[config.mk]
export PLATFORM = sky130hd
export DESIGN_NAME = controle_multiciclo
export DESIGN_NICKNAME = d
export VERILOG_FILES = /design/src/rtl/controle_multiciclo_pkg.sv /design/src/rtl/controle_multiciclo_contador.sv /design/src/rtl/controle_multiciclo.sv
export SDC_FILE = /design/constraint.sdc
export NUM_CORES = 1
export LEC_CHECK = 0
export BUFFER_PORTS_ARGS = -buffer_cell sky130_fd_sc_hd__buf_2
export CAP_MARGIN = 15
export CORE_MARGIN = 4
export CORE_UTILIZATION = 45
export CTS_BUF_LIST = sky130_fd_sc_hd__clkbuf_4 sky130_fd_sc_hd__clkbuf_8
export DETAILED_ROUTE_END_ITERATION = 12
export PLACE_DENSITY = 0.78
export SYNTH_ARGS = -nofsm -noshare
export SYNTH_HDL_FRONTEND = slang
export SYNTH_SLANG_ARGS = --single-unit
[constraint.sdc]
create_clock -name iCLK -period 5.35 [get_ports iCLK]
set_clock_uncertainty 0.15 [all_clocks]
set_input_delay 0.535 -clock iCLK [delete_from_list [all_inputs] [get_ports iCLK]]
set_output_delay 0.535 -clock iCLK [all_outputs]
set_load 0.02 [all_outputs]
[src/rtl/controle_multiciclo_pkg.sv]
// Shared encodings for the RV32I multicycle control: opcodes, FSM states,
// datapath mux selects and ULA operation classes.
package pkg_controle;

  localparam logic [6:0] OPC_R      = 7'b0110011;
  localparam logic [6:0] OPC_I      = 7'b0010011;
  localparam logic [6:0] OPC_LOAD   = 7'b0000011;
  localparam logic [6:0] OPC_STORE  = 7'b0100011;
  localparam logic [6:0] OPC_BRANCH = 7'b1100011;
  localparam logic [6:0] OPC_JAL    = 7'b1101111;
  localparam logic [6:0] OPC_JALR   = 7'b1100111;
  localparam logic [6:0] OPC_LUI    = 7'b0110111;

  typedef enum logic [3:0] {
    ST_FETCH  = 4'd0,
    ST_DECODE = 4'd1,
    ST_EXEC_R = 4'd2,
    ST_EXEC_I = 4'd3,
    ST_WB_ULA = 4'd4,
    ST_ADDR   = 4'd5,
    ST_MEM_RD = 4'd6,
    ST_WB_MEM = 4'd7,
    ST_MEM_WR = 4'd8,
    ST_BRANCH = 4'd9,
    ST_JAL    = 4'd10,
    ST_JALR   = 4'd11,
    ST_LUI    = 4'd12,
    ST_ERRO   = 4'd15
  } estado_t;

  localparam logic [1:0] M2R_ULAOUT = 2'b00;
  localparam logic [1:0] M2R_MDR    = 2'b01;
  localparam logic [1:0] M2R_PC     = 2'b10;
  localparam logic [1:0] M2R_IMM    = 2'b11;

  localparam logic [1:0] PC_ULA     = 2'b00;
  localparam logic [1:0] PC_ULAOUT  = 2'b01;
  localparam logic [1:0] PC_JALR    = 2'b10;

  localparam logic [1:0] A_PC       = 2'b00;
  localparam logic [1:0] A_RS1      = 2'b01;
  localparam logic [1:0] A_PCANTIGO = 2'b10;

  localparam logic [1:0] B_RS2      = 2'b00;
  localparam logic [1:0] B_4        = 2'b01;
  localparam logic [1:0] B_IMM      = 2'b10;

  localparam logic [1:0] ULA_ADD    = 2'b00;
  localparam logic [1:0] ULA_SUB    = 2'b01;
  localparam logic [1:0] ULA_FUNCT  = 2'b10;

  function automatic estado_t decode_opcode(input logic [6:0] opc);
    case (opc)
      OPC_R:               return ST_EXEC_R;
      OPC_I:               return ST_EXEC_I;
      OPC_LOAD, OPC_STORE: return ST_ADDR;
      OPC_BRANCH:          return ST_BRANCH;
      OPC_JAL:             return ST_JAL;
      OPC_JALR:            return ST_JALR;
      OPC_LUI:             return ST_LUI;
      default:             return ST_ERRO;
    endcase
  endfunction

endpackage

[src/rtl/controle_multiciclo_contador.sv]
// Wrapping performance counter: advances by one on each edge where both
// inc_i and en_i are high.
module contador_desempenho #(
  parameter int W_CONT = 32
) (
  input  logic              iCLK,
  input  logic              iRST,
  input  logic              inc_i,
  input  logic              en_i,
  output logic [W_CONT-1:0] count_o
);

  logic [W_CONT-1:0] count_q;

  // NOTE: sequential state uses non-blocking assignments so every flop
  // samples pre-edge values regardless of block ordering.
  always_ff @(posedge iCLK or posedge iRST) begin
    if (iRST)
      count_q <= '0;
    else if (inc_i && en_i)
      count_q <= count_q + W_CONT'(1);
  end

  assign count_o = count_q;

endmodule

[src/rtl/controle_multiciclo.sv]
// Multicycle control FSM for the RV32I datapath with a ready-handshake
// shared memory, plus retired-instruction and cycle counters.
module controle_multiciclo
  import pkg_controle::*;
#(
  parameter int W_CONT = 32
) (
  input  logic              iCLK,
  input  logic              iRST,
  input  logic [6:0]        iOpcode,
  input  logic [2:0]        iFunct3,
  input  logic              iCond,
  input  logic              iMemPronto,
  output logic              oEscIR,
  output logic              oEscPC,
  output logic              oEscPCAntigo,
  output logic              oIouD,
  output logic              oLeMem,
  output logic              oEscMem,
  output logic              oEscReg,
  output logic [1:0]        oMem2Reg,
  output logic [1:0]        oOrigPC,
  output logic [1:0]        oOrigAULA,
  output logic [1:0]        oOrigBULA,
  output logic [1:0]        oULAOp,
  output logic [3:0]        oEstado,
  output logic              oErro,
  output logic [W_CONT-1:0] oNumInst,
  output logic [W_CONT-1:0] oNumCiclos
);

  estado_t state_q, state_d;
  logic    erro_q;
  logic    retire;

  // The branch comparator already resolves funct3, so the FSM never needs it.
  logic unused_funct3;
  assign unused_funct3 = ^iFunct3;

  // NOTE: every output gets a default before the case so no latch is inferred.
  always_comb begin
    state_d      = state_q;
    retire       = 1'b0;
    oEscIR       = 1'b0;
    oEscPC       = 1'b0;
    oEscPCAntigo = 1'b0;
    oIouD        = 1'b0;
    oLeMem       = 1'b0;
    oEscMem      = 1'b0;
    oEscReg      = 1'b0;
    oMem2Reg     = M2R_ULAOUT;
    oOrigPC      = PC_ULA;
    oOrigAULA    = A_PC;
    oOrigBULA    = B_RS2;
    oULAOp       = ULA_ADD;

    case (state_q)
      ST_FETCH: begin
        oLeMem    = 1'b1;
        oOrigBULA = B_4;
        if (iMemPronto) begin
          oEscIR       = 1'b1;
          oEscPC       = 1'b1;
          oEscPCAntigo = 1'b1;
          state_d      = ST_DECODE;
        end
      end
      ST_DECODE: begin
        oOrigAULA = A_PCANTIGO;
        oOrigBULA = B_IMM;
        state_d   = decode_opcode(iOpcode);
      end
      ST_EXEC_R: begin
        oOrigAULA = A_RS1;
        oULAOp    = ULA_FUNCT;
        state_d   = ST_WB_ULA;
      end
      ST_EXEC_I: begin
        oOrigAULA = A_RS1;
        oOrigBULA = B_IMM;
        oULAOp    = ULA_FUNCT;
        state_d   = ST_WB_ULA;
      end
      ST_WB_ULA: begin
        oEscReg = 1'b1;
        retire  = 1'b1;
        state_d = ST_FETCH;
      end
      ST_ADDR: begin
        oOrigAULA = A_RS1;
        oOrigBULA = B_IMM;
        state_d   = (iOpcode == OPC_LOAD) ? ST_MEM_RD : ST_MEM_WR;
      end
      ST_MEM_RD: begin
        oLeMem = 1'b1;
        oIouD  = 1'b1;
        if (iMemPronto) state_d = ST_WB_MEM;
      end
      ST_WB_MEM: begin
        oEscReg  = 1'b1;
        oMem2Reg = M2R_MDR;
        retire   = 1'b1;
        state_d  = ST_FETCH;
      end
      ST_MEM_WR: begin
        oEscMem = 1'b1;
        oIouD   = 1'b1;
        if (iMemPronto) begin
          retire  = 1'b1;
          state_d = ST_FETCH;
        end
      end
      ST_BRANCH: begin
        oOrigAULA = A_RS1;
        oULAOp    = ULA_SUB;
        if (iCond) begin
          oEscPC  = 1'b1;
          oOrigPC = PC_ULAOUT;
        end
        retire  = 1'b1;
        state_d = ST_FETCH;
      end
      ST_JAL: begin
        oEscReg  = 1'b1;
        oMem2Reg = M2R_PC;
        oEscPC   = 1'b1;
        oOrigPC  = PC_ULAOUT;
        retire   = 1'b1;
        state_d  = ST_FETCH;
      end
      ST_JALR: begin
        // rd takes the old PC because PC and register bank write on one edge.
        oOrigAULA = A_RS1;
        oOrigBULA = B_IMM;
        oEscPC    = 1'b1;
        oOrigPC   = PC_JALR;
        oEscReg   = 1'b1;
        oMem2Reg  = M2R_PC;
        retire    = 1'b1;
        state_d   = ST_FETCH;
      end
      ST_LUI: begin
        oEscReg  = 1'b1;
        oMem2Reg = M2R_IMM;
        retire   = 1'b1;
        state_d  = ST_FETCH;
      end
      ST_ERRO: state_d = ST_ERRO;
      default: state_d = ST_ERRO;
    endcase
  end

  always_ff @(posedge iCLK or posedge iRST) begin
    if (iRST) begin
      state_q <= ST_FETCH;
      erro_q  <= 1'b0;
    end else begin
      state_q <= state_d;
      if (state_d == ST_ERRO) erro_q <= 1'b1;
    end
  end

  assign oEstado = state_q;
  assign oErro   = erro_q;

  contador_desempenho #(.W_CONT(W_CONT)) u_cont_inst (
    .iCLK    (iCLK),
    .iRST    (iRST),
    .inc_i   (retire),
    .en_i    (1'b1),
    .count_o (oNumInst)
  );

  contador_desempenho #(.W_CONT(W_CONT)) u_cont_ciclos (
    .iCLK    (iCLK),
    .iRST    (iRST),
    .inc_i   (1'b1),
    .en_i    (state_q != ST_ERRO),
    .count_o (oNumCiclos)
  );

endmodule

; After elaboration in Yosys (flattened, before gate mapping)
; Cells that the tools add are included.
[totals]
word_cells = 59
ff_bits = 69
in_bits = 14
[op_classes]
add_sub_neg = 2
reduce_logical = 10
n_mux = 21
eq_ne = 22
[ops]
columns = cell, count
row1 = $add A32 B1 Y32 const B, 2
row2 = $pmux W4 S7, 2
row3 = $eq A4 B4 Y1 const B, 6
row4 = $eq A7 B6 Y1 const B, 3
row5 = $eq A7 B7 Y1 const B, 3
row6 = $eq A4 B3 Y1 const B, 4
row7 = $mux W4, 4
row8 = $pmux W2 S2, 3
row9 = $pmux W2 S3, 2
row10 = $reduce_or A2 Y1, 5
row11 = $reduce_or A5 Y1, 2
row12 = $eq A4 B2 Y1 const B, 2
row13 = $mux W1, 8
row14 = $eq A7 B2 Y1 const B, 1
row15 = $eq A7 B5 Y1 const B, 1
row16 = $reduce_or A6 Y1, 1
row17 = $eq A4 B1 Y1 const B, 1
row18 = $logic_not A4 Y1, 1
row19 = $ne A4 B4 Y1 const B, 1
row20 = $reduce_or A4 Y1, 1
row21 = $pmux W1 S3, 1
row22 = $pmux W1 S2, 1

; Logic depth before layout (Yosys ltp)
; Gate-level depths: netlist of the first run.
[depth]
ltp_word = 5
ltp_mapped = 7
mapped_depth_nobuf = 6

; By module
; A second synthesis of the first run with hierarchy kept.
[hier_totals]
hier_cells = 350
hier_area_um2 = 3548.4
[by_module_without_submodules]
columns = module, seq_area_each_um2, cells_per_inst, area_per_inst_um2, n_inst
row1 = contador_desempenho, 800.8, 126, 1466.4, 2
row2 = controle_multiciclo, 125.1, 98, 615.6, 1

; Least setup slack after synthesis of the first run
; Ideal clock, no wire load.
[synth_path]
path_kind = register to output
from = register state_q[2], in the netlist oEstado[2]
to = output oEscPCAntigo
stages_incl_launch_ff = 6
slack_ns = 2.557
arrival_ns = 2.108
cell_sequence = dfrtp_1 clkbuf_1 clkbuf_1 nor4_1 and2_1 buf_4
[synth_via]
elab_chain_cells = 2
[synth_lines]
columns = element, line_no
row1 = "start, declared", controle_multiciclo.sv:32  ; estado_t state_q, state_d;
row2 = "start signal, assigned", controle_multiciclo.sv:158  ; state_q <= state_d;
row3 = $logic_not A4 Y1, n/a
row4 = $mux W1, n/a
row5 = "end, declared", controle_multiciclo.sv:16  ; output logic oEscPCAntigo,
; No other way between the ends.

; Final worst setup path of the first run
[layout_path]
from = register state_q[0], in the netlist oEstado[0]
to = register u_cont_inst.count_q[13], in the netlist u_cont_inst.count_o[13]
[layout_via]
elab_chain_cells = 3
[layout_lines]
columns = element, line_no
row1 = $eq A4 B4 Y1 or $eq A4 B3 Y1 (tied branches), controle_multiciclo.sv:57  ; case (state_q)
row2 = $reduce_or A6 Y1 (no line), n/a
row3 = $pmux W1 S2 *, controle_multiciclo.sv:57
row4 = "end signal, assigned", controle_multiciclo_contador.sv:21  ; count_q <= count_q + W_CONT'(1);
row5 = "end, declared", controle_multiciclo_contador.sv:13  ; logic [W_CONT-1:0] count_q;
; Mark *: on every way between the ends. The rest lies on a longest branch, timed or not.
; A chain may end at the register's enable or synchronous reset.

==> results of run 1 <==
## synth_stat cells, types with 2 or more instances
cell type	number	area, sq um
clkbuf_1	7	26.3
buf_4	2	15.0
dfrtp_1	69	1730
nor4_2	2	25.0
and4_1	4	35.0
xnor2_1	47	412
a31oi_1	2	12.5
and3_1	10	62.6
nand3_1	27	135
nand2_1	36	135
nor2_1	23	86.3
ha_1	2	25.0
nand4_1	21	131
nand2b_1	5	31.3
inv_1	7	26.3
o21ai_0	11	55.1
xor2_1	16	140
nor3_1	11	55.1
or3_1	2	12.5
nor2b_1	4	25.0
and2_1	7	43.8
a21oi_1	5	25.0
nor4_1	5	31.3
## power breakdown
part / total (mW) / internal (mW) / switching (mW)
registers: 0.735 / 0.591 / 0.144
clock network: 0.438 / 0.231 / 0.207
logic: 0.630 / 0.232 / 0.398
total: 1.80 / 1.05 / 0.749
## per-stage QoR
step	util, %	setup WS, ns
5_1_grt	57.7	2.43
3_3_place_gp	54.8	2.67
2_1_floorplan	-	2.56
3_5_place_dp	54.8	2.67
4_1_cts	57.7	2.61
6_report	57.7	2.64
## sequential cells by signal (all words and copies together) (netlist names)
name,count
u_cont_inst.count_o,32
oErro,1
oEstado,4
u_cont_ciclos.count_o,32
## logic make-up after synthesis
family / count (synthesis)
XOR/XNOR: 63
multiplexers: 2
buffers and inverters: 18
flip-flops: 69
adder cells (fa/ha/maj): 2
AO/OA/AOI/OAI: 27
AND/OR/NAND/NOR: 167
## critical path, stage by stage (launching register included)
cell	delay [ns]
dfrtp_1	0.76
or3_1	0.22
a21oi_1	0.14
nor4b_2	0.92
nand4_1	0.22
xnor2_1	0.18
## how the worst max path moves through the flow
stage                                                     end                  from  depth (start not counted)
after floorplan                                  oEscPCAntigo  oEstado[2]$_DFF_PP0_                          5
after global placement    u_cont_inst.count_o[13]$_DFFE_PP0P_  oEstado[0]$_DFF_PP0_                          5
after detailed placement  u_cont_inst.count_o[12]$_DFFE_PP0P_  oEstado[0]$_DFF_PP0_                          5
after CTS                 u_cont_inst.count_o[13]$_DFFE_PP0P_  oEstado[0]$_DFF_PP0_                          5
after global routing      u_cont_inst.count_o[20]$_DFFE_PP0P_  oEstado[0]$_DFF_PP0_                          5
final                     u_cont_inst.count_o[13]$_DFFE_PP0P_  oEstado[0]$_DFF_PP0_                          5
## per-layer routing
| layer | vias up | global-route usage [%] |
|---|---|---|
| met2 | 86 | 29.0 |
| met4 | 0 | 9.60 |
| met1 | 1362 | 22.8 |
| met3 | 8 | 3.28 |
| li1 | 1406 | - |
| met5 | - | 0 |
## cell type report
| type | instances | share of cell area (%) |
|---|---|---|
| sequential | 69 | 40.6 |
| clock buffer | 10 | 3.24 |
| tap | 99 | 2.92 |
| timing repair buffer | 97 | 11.5 |
| clock inverter | 6 | 1.68 |
| multi-input combinational | 261 | 39.4 |
| inverter | 7 | 0.618 |
==> reports/metrics.yaml, run 1 <==
sta:
  hold_slack_ns: 0.274
  finalSetupTns_ns: 0
  worstMarginPinSlew_ns: 1.02
  fmax_mhz: 369
  finalCritPeriodShare_pct: 50.7
  finalMaxSlewViolations: 0
  slew_headroom_pct: 31.2
  setup_viol: 0
  finalHoldViolations: 0
  period_needed_ns: 2.71
  rsz0062_at_grt: "no"
route:
  drt-total-wl_um: 7720
  first_iter_violations: 152
  first_pass_iters: 4
  detail-route-antenna-nets: 0
  wl_per_cell_um: 14.1
  vias: 2862
  dr_wl_met2_um: 3780
  wl_met3_um: 458
  vias_per_cell: 5.21
  route.top_layer_used: "met4"
  drc: 0
  met1_length_um: 3370
critical_path:
  crit_arrival_ns: 2.79
  critical_path_class: "reg2reg"
  reg2reg_setup_slack_ns: 2.64
  r2r_cells: 5
  crit_path_start_kind: "register"
  crit_path_end_kind: "register"
  crit_required_ns: 5.43
  critical_path.max_fanout: 24
  r2r-start: "oEstado[0]$_DFF_PP0_"
  r2r_end: "u_cont_inst.count_o[13]$_DFFE_PP0P_"
power_and_ir_drop:
  power_mw: 1.80
  leakage_nw: 2.12
  cellPowerDensity_nw_per_um2: 424
  vdd_drop_max_v: 0.000345
yosys:
  synthArstFlopShare_pct: 100
  synth-compound-area-share_pct: 4.82
  synth_flop_cell: "dfrtp_1"
  synth-xor-area-share_pct: 15.9
  syn_area_per_cell_sq_um: 10.0
  netlist_area_sq_um: 3480
  synth-seq-area-share_pct: 49.6
  synthAdderAreaFrac_pct: 0.719
  syn_inst: 348
  synth_top_family_by_area: "simple AND/OR/NAND/NOR gates"
  ys_ff_latch: 69
  synth_edf_count: 0
  synthDistinctLibCells: 46
  synth_nets: 364
  yosysWarnings: 0
  synth_simple_gate_area_share_pct: 26.2
  muxShareOfSynthArea_pct: 0.612
cells_and_area:
  seqCellArea_sq_um: 1730
  fillers: 651
  multi_input_area_sq_um: 1680
  nNetsFinal: 461
  drive_above_1_share_pct: 27.3
  final_cell_area_sq_um: 4250
  final_cell_mix: "96 x buf_2, 69 x dfrtp_1, 47 x xnor2_1"
  antenna_cells: 0
  final_common_cell: "buf_2"
  area_growth_pct: 22.2
  fin_cells: 549
run:
  cap_violations: 0
worst_hold_path:
  hp-class: "in2async"
placement:
  hpwl_um: 5570
  gp_congestion: 0.823
  placed_area_sq_um: 4040
  dp.cells: 533
  port_buffers: 96
clocking:
  clock_latency_ns: 0.35
  cts_tree: "done"
  cts.sinks: 69
  cts_setup_buffers: 0
  cts_buffers: 9
  path_clk_slew_ns: 0.08
  cts_resized: 0
  clk_path_buf_depth: 2
  htree_num_levels: 3
  hold_buffers: 0
  cts-root-buf: "clkbuf_8"
floorplanning:
  core.rowCount: 31
  ios: 100
  die_h_um: 95.9
  core_area_sq_um: 7370
  die_area_sq_um: 9200
  initial_utilization_pct: 47.2
  die_w_um: 95.9
global_routing:
  grt.total_usage_pct: 17.9
  antenna_found_initial: 0
  grt_pass1_wl_um: 13000
  grt_pass1_vias: 2825
  grt_max_degree: 70
  overflow: 0
outcome:
  run_status: "finished clean"
No activity file was read; power rests on OpenSTA's default activity.
==> run 2, diff against run 1 <==
Clock period 5.35 ns to 2.7 ns, I/O delays scaled along.
==> run 2 against run 1 <==
Compared with the run above: non-clock buffer count is 10 higher; critical path depth stayed put; sequential share of layout area is 0.57 points lower; fmax is 12% higher; routed wire length is 2.6% higher; utilization is 0.81 points higher; critical path type unchanged; critical endpoint is now u_cont_inst.count_o[20]$_DFFE_PP0P_; highest routed layer unchanged.
==> reports/metrics.yaml, run 2 (same netlist as run 1, synthesis figures left out) <==
route:
  detail-route-antenna-nets: 0
  wl_per_cell_um: 14.2
  drc: 0
  vias_per_cell: 5.22
  first_pass_iters: 4
  first_iter_violations: 122
  drt-total-wl_um: 7920
  vias: 2910
clocking:
  cts_buffers: 9
  cts_setup_buffers: 0
  cts.sinks: 69
  clk_path_buf_depth: 2
  cts_tree: "done"
  path_clk_slew_ns: 0.07
  clock_latency_ns: 0.34
  cts-root-buf: "clkbuf_8"
  htree_num_levels: 3
cells_and_area:
  area_growth_pct: 23.9
  final_cell_area_sq_um: 4310
  nNetsFinal: 471
  drive_above_1_share_pct: 28.5
  seqCellArea_sq_um: 1730
  fin_cells: 558
  final_cell_mix: "96 x buf_2, 69 x dfrtp_1, 47 x xnor2_1"
  final_common_cell: "buf_2"
  multi_input_area_sq_um: 1680
  fillers: 666
  antenna_cells: 0
floorplanning:
  ios: 100
  die_w_um: 95.9
  die_area_sq_um: 9200
  die_h_um: 95.9
  core_area_sq_um: 7370
  initial_utilization_pct: 47.2
  core.rowCount: 31
sta:
  fmax_mhz: 415
  finalSetupTns_ns: 0
  hold_slack_ns: 0.164
  finalCritPeriodShare_pct: 89.2
  worstMarginPinSlew_ns: 0.977
  setup_viol: 0
  finalMaxSlewViolations: 0
  final.setup.worst_slack_ns: 0.291
  period_needed_ns: 2.41
  slew_headroom_pct: 34.3
  rsz0062_at_grt: "no"
  finalHoldViolations: 0
worst_hold_path:
  hp-class: "in2reg"
  min_to: "oEstado[0]$_DFF_PP0_"
  hp-start: "iMemPronto"
  min_path_cells: 3
outcome:
  run_status: "finished clean"
critical_path:
  crit_path_end_kind: "register"
  r2r_end: "u_cont_inst.count_o[20]$_DFFE_PP0P_"
  crit_chain: "nor2_1 > buf_4 > nor4_2 > nand4_1 > xnor2_1"
  reg2reg_setup_slack_ns: 0.29
  crit_family: "simple AND/OR/NAND/NOR gates"
  crit_path_start_kind: "register"
  slowest_stage: "nor4_2"
  crit_arrival_ns: 2.47
  critical_path_class: "reg2reg"
  critical_path.max_fanout: 16
  crit_buf_inv: 1
  critPathMaxStageDelay_ns: 0.84
  crit_required_ns: 2.76
  r2r_cells: 5
  r2r-start: "oEstado[3]$_DFF_PP0_"
power_and_ir_drop:
  cellPowerDensity_nw_per_um2: 813
  leakage_nw: 2.16
  vdd_drop_max_v: 0.000677
placement:
  preCtsSetupSlack_ns: 0.239
  port_buffers: 96
  placed_area_sq_um: 4120
  hpwl_um: 5750
  dp.cells: 542
  gp_congestion: 0.812
global_routing:
  grt_pass1_wl_um: 13000
  overflow: 0
  grt_pass1_vias: 2837
  grt.total_usage_pct: 18.0
  antenna_found_initial: 0
  grt_max_degree: 38
run:
  cap_violations: 0
## run 2: changes by cell type in the layout (fill, tap and decap cells not counted), sizes merged
cell	delta
inv	-1
buf	+9
bufinv	-1
dlygate4sd3	+1
clkbuf	+1
## run 2: how the worst max path moves through the flow
| stage | start | to | slack, ns | depth (start not counted) |
|---|---|---|---|---|
| 6_report | oEstado[3]$_DFF_PP0_ | u_cont_inst.count_o[20]$_DFFE_PP0P_ | 0.29 | 5 |
| 5_1_grt | oEstado[3]$_DFF_PP0_ | u_cont_inst.count_o[20]$_DFFE_PP0P_ | 0.004 | 5 |
| 3_3_place_gp | oEstado[3]$_DFF_PP0_ | u_cont_inst.count_o[13]$_DFFE_PP0P_ | 0.29 | 5 |
| 4_1_cts | oEstado[3]$_DFF_PP0_ | u_cont_inst.count_o[13]$_DFFE_PP0P_ | 0.23 | 5 |
| 3_5_place_dp | oEstado[3]$_DFF_PP0_ | u_cont_inst.count_o[13]$_DFFE_PP0P_ | 0.24 | 5 |
| 2_1_floorplan | oEstado[2]$_DFF_PP0_ | oEscPCAntigo | 0.17 | 5 |
## run 2: area by class of cell
cell class	instances	area share, %
Tap cell	99	2.87
Inverter	7	0.610
Clock buffer	11	3.37
Multi-Input combinational cell	261	39.1
Timing Repair Buffer	107	13.4
Clock inverter	4	0.581
Sequential cell	69	40.1
## run 2: routing by layer
metal / global-route usage (%) / part of all wire [%] / vias up
li1: - / - / 1427
met1: 21.7 / 42 / 1377
met2: 30.7 / 49 / 93
met3: 4.30 / 7.0 / 13
met4: 7.23 / 1.6 / 0
met5: 0 / 0 / -
## run 2: worst min-delay path, cell delays in order
cell	delay, ns
buf_2	0.14
o21ai_0	0.09
o32ai_1	0.10
## run 2: power by group
part	leakage [nW]	switching, mW	internal [mW]
clock	0.0846	0.380	0.360
combinational	1.15	0.876	0.515
sequential	0.930	0.196	1.17
## run 2: what timing repair did
item | in CTS | in global routing
endpoints found under the setup margin | 0 | 2
resized for setup | 0 | 1
endpoints found under the hold margin | 32 | 0
hold buffers | 1 | 0
## run 2: per-stage QoR
stage / power, mW / util (%)
after floorplan: 2.32 / -
after global placement: 2.74 / 55.9
after detailed placement: 2.77 / 55.9
after CTS: 3.52 / 58.4
after global routing: 3.75 / 58.5
final: 3.50 / 58.5
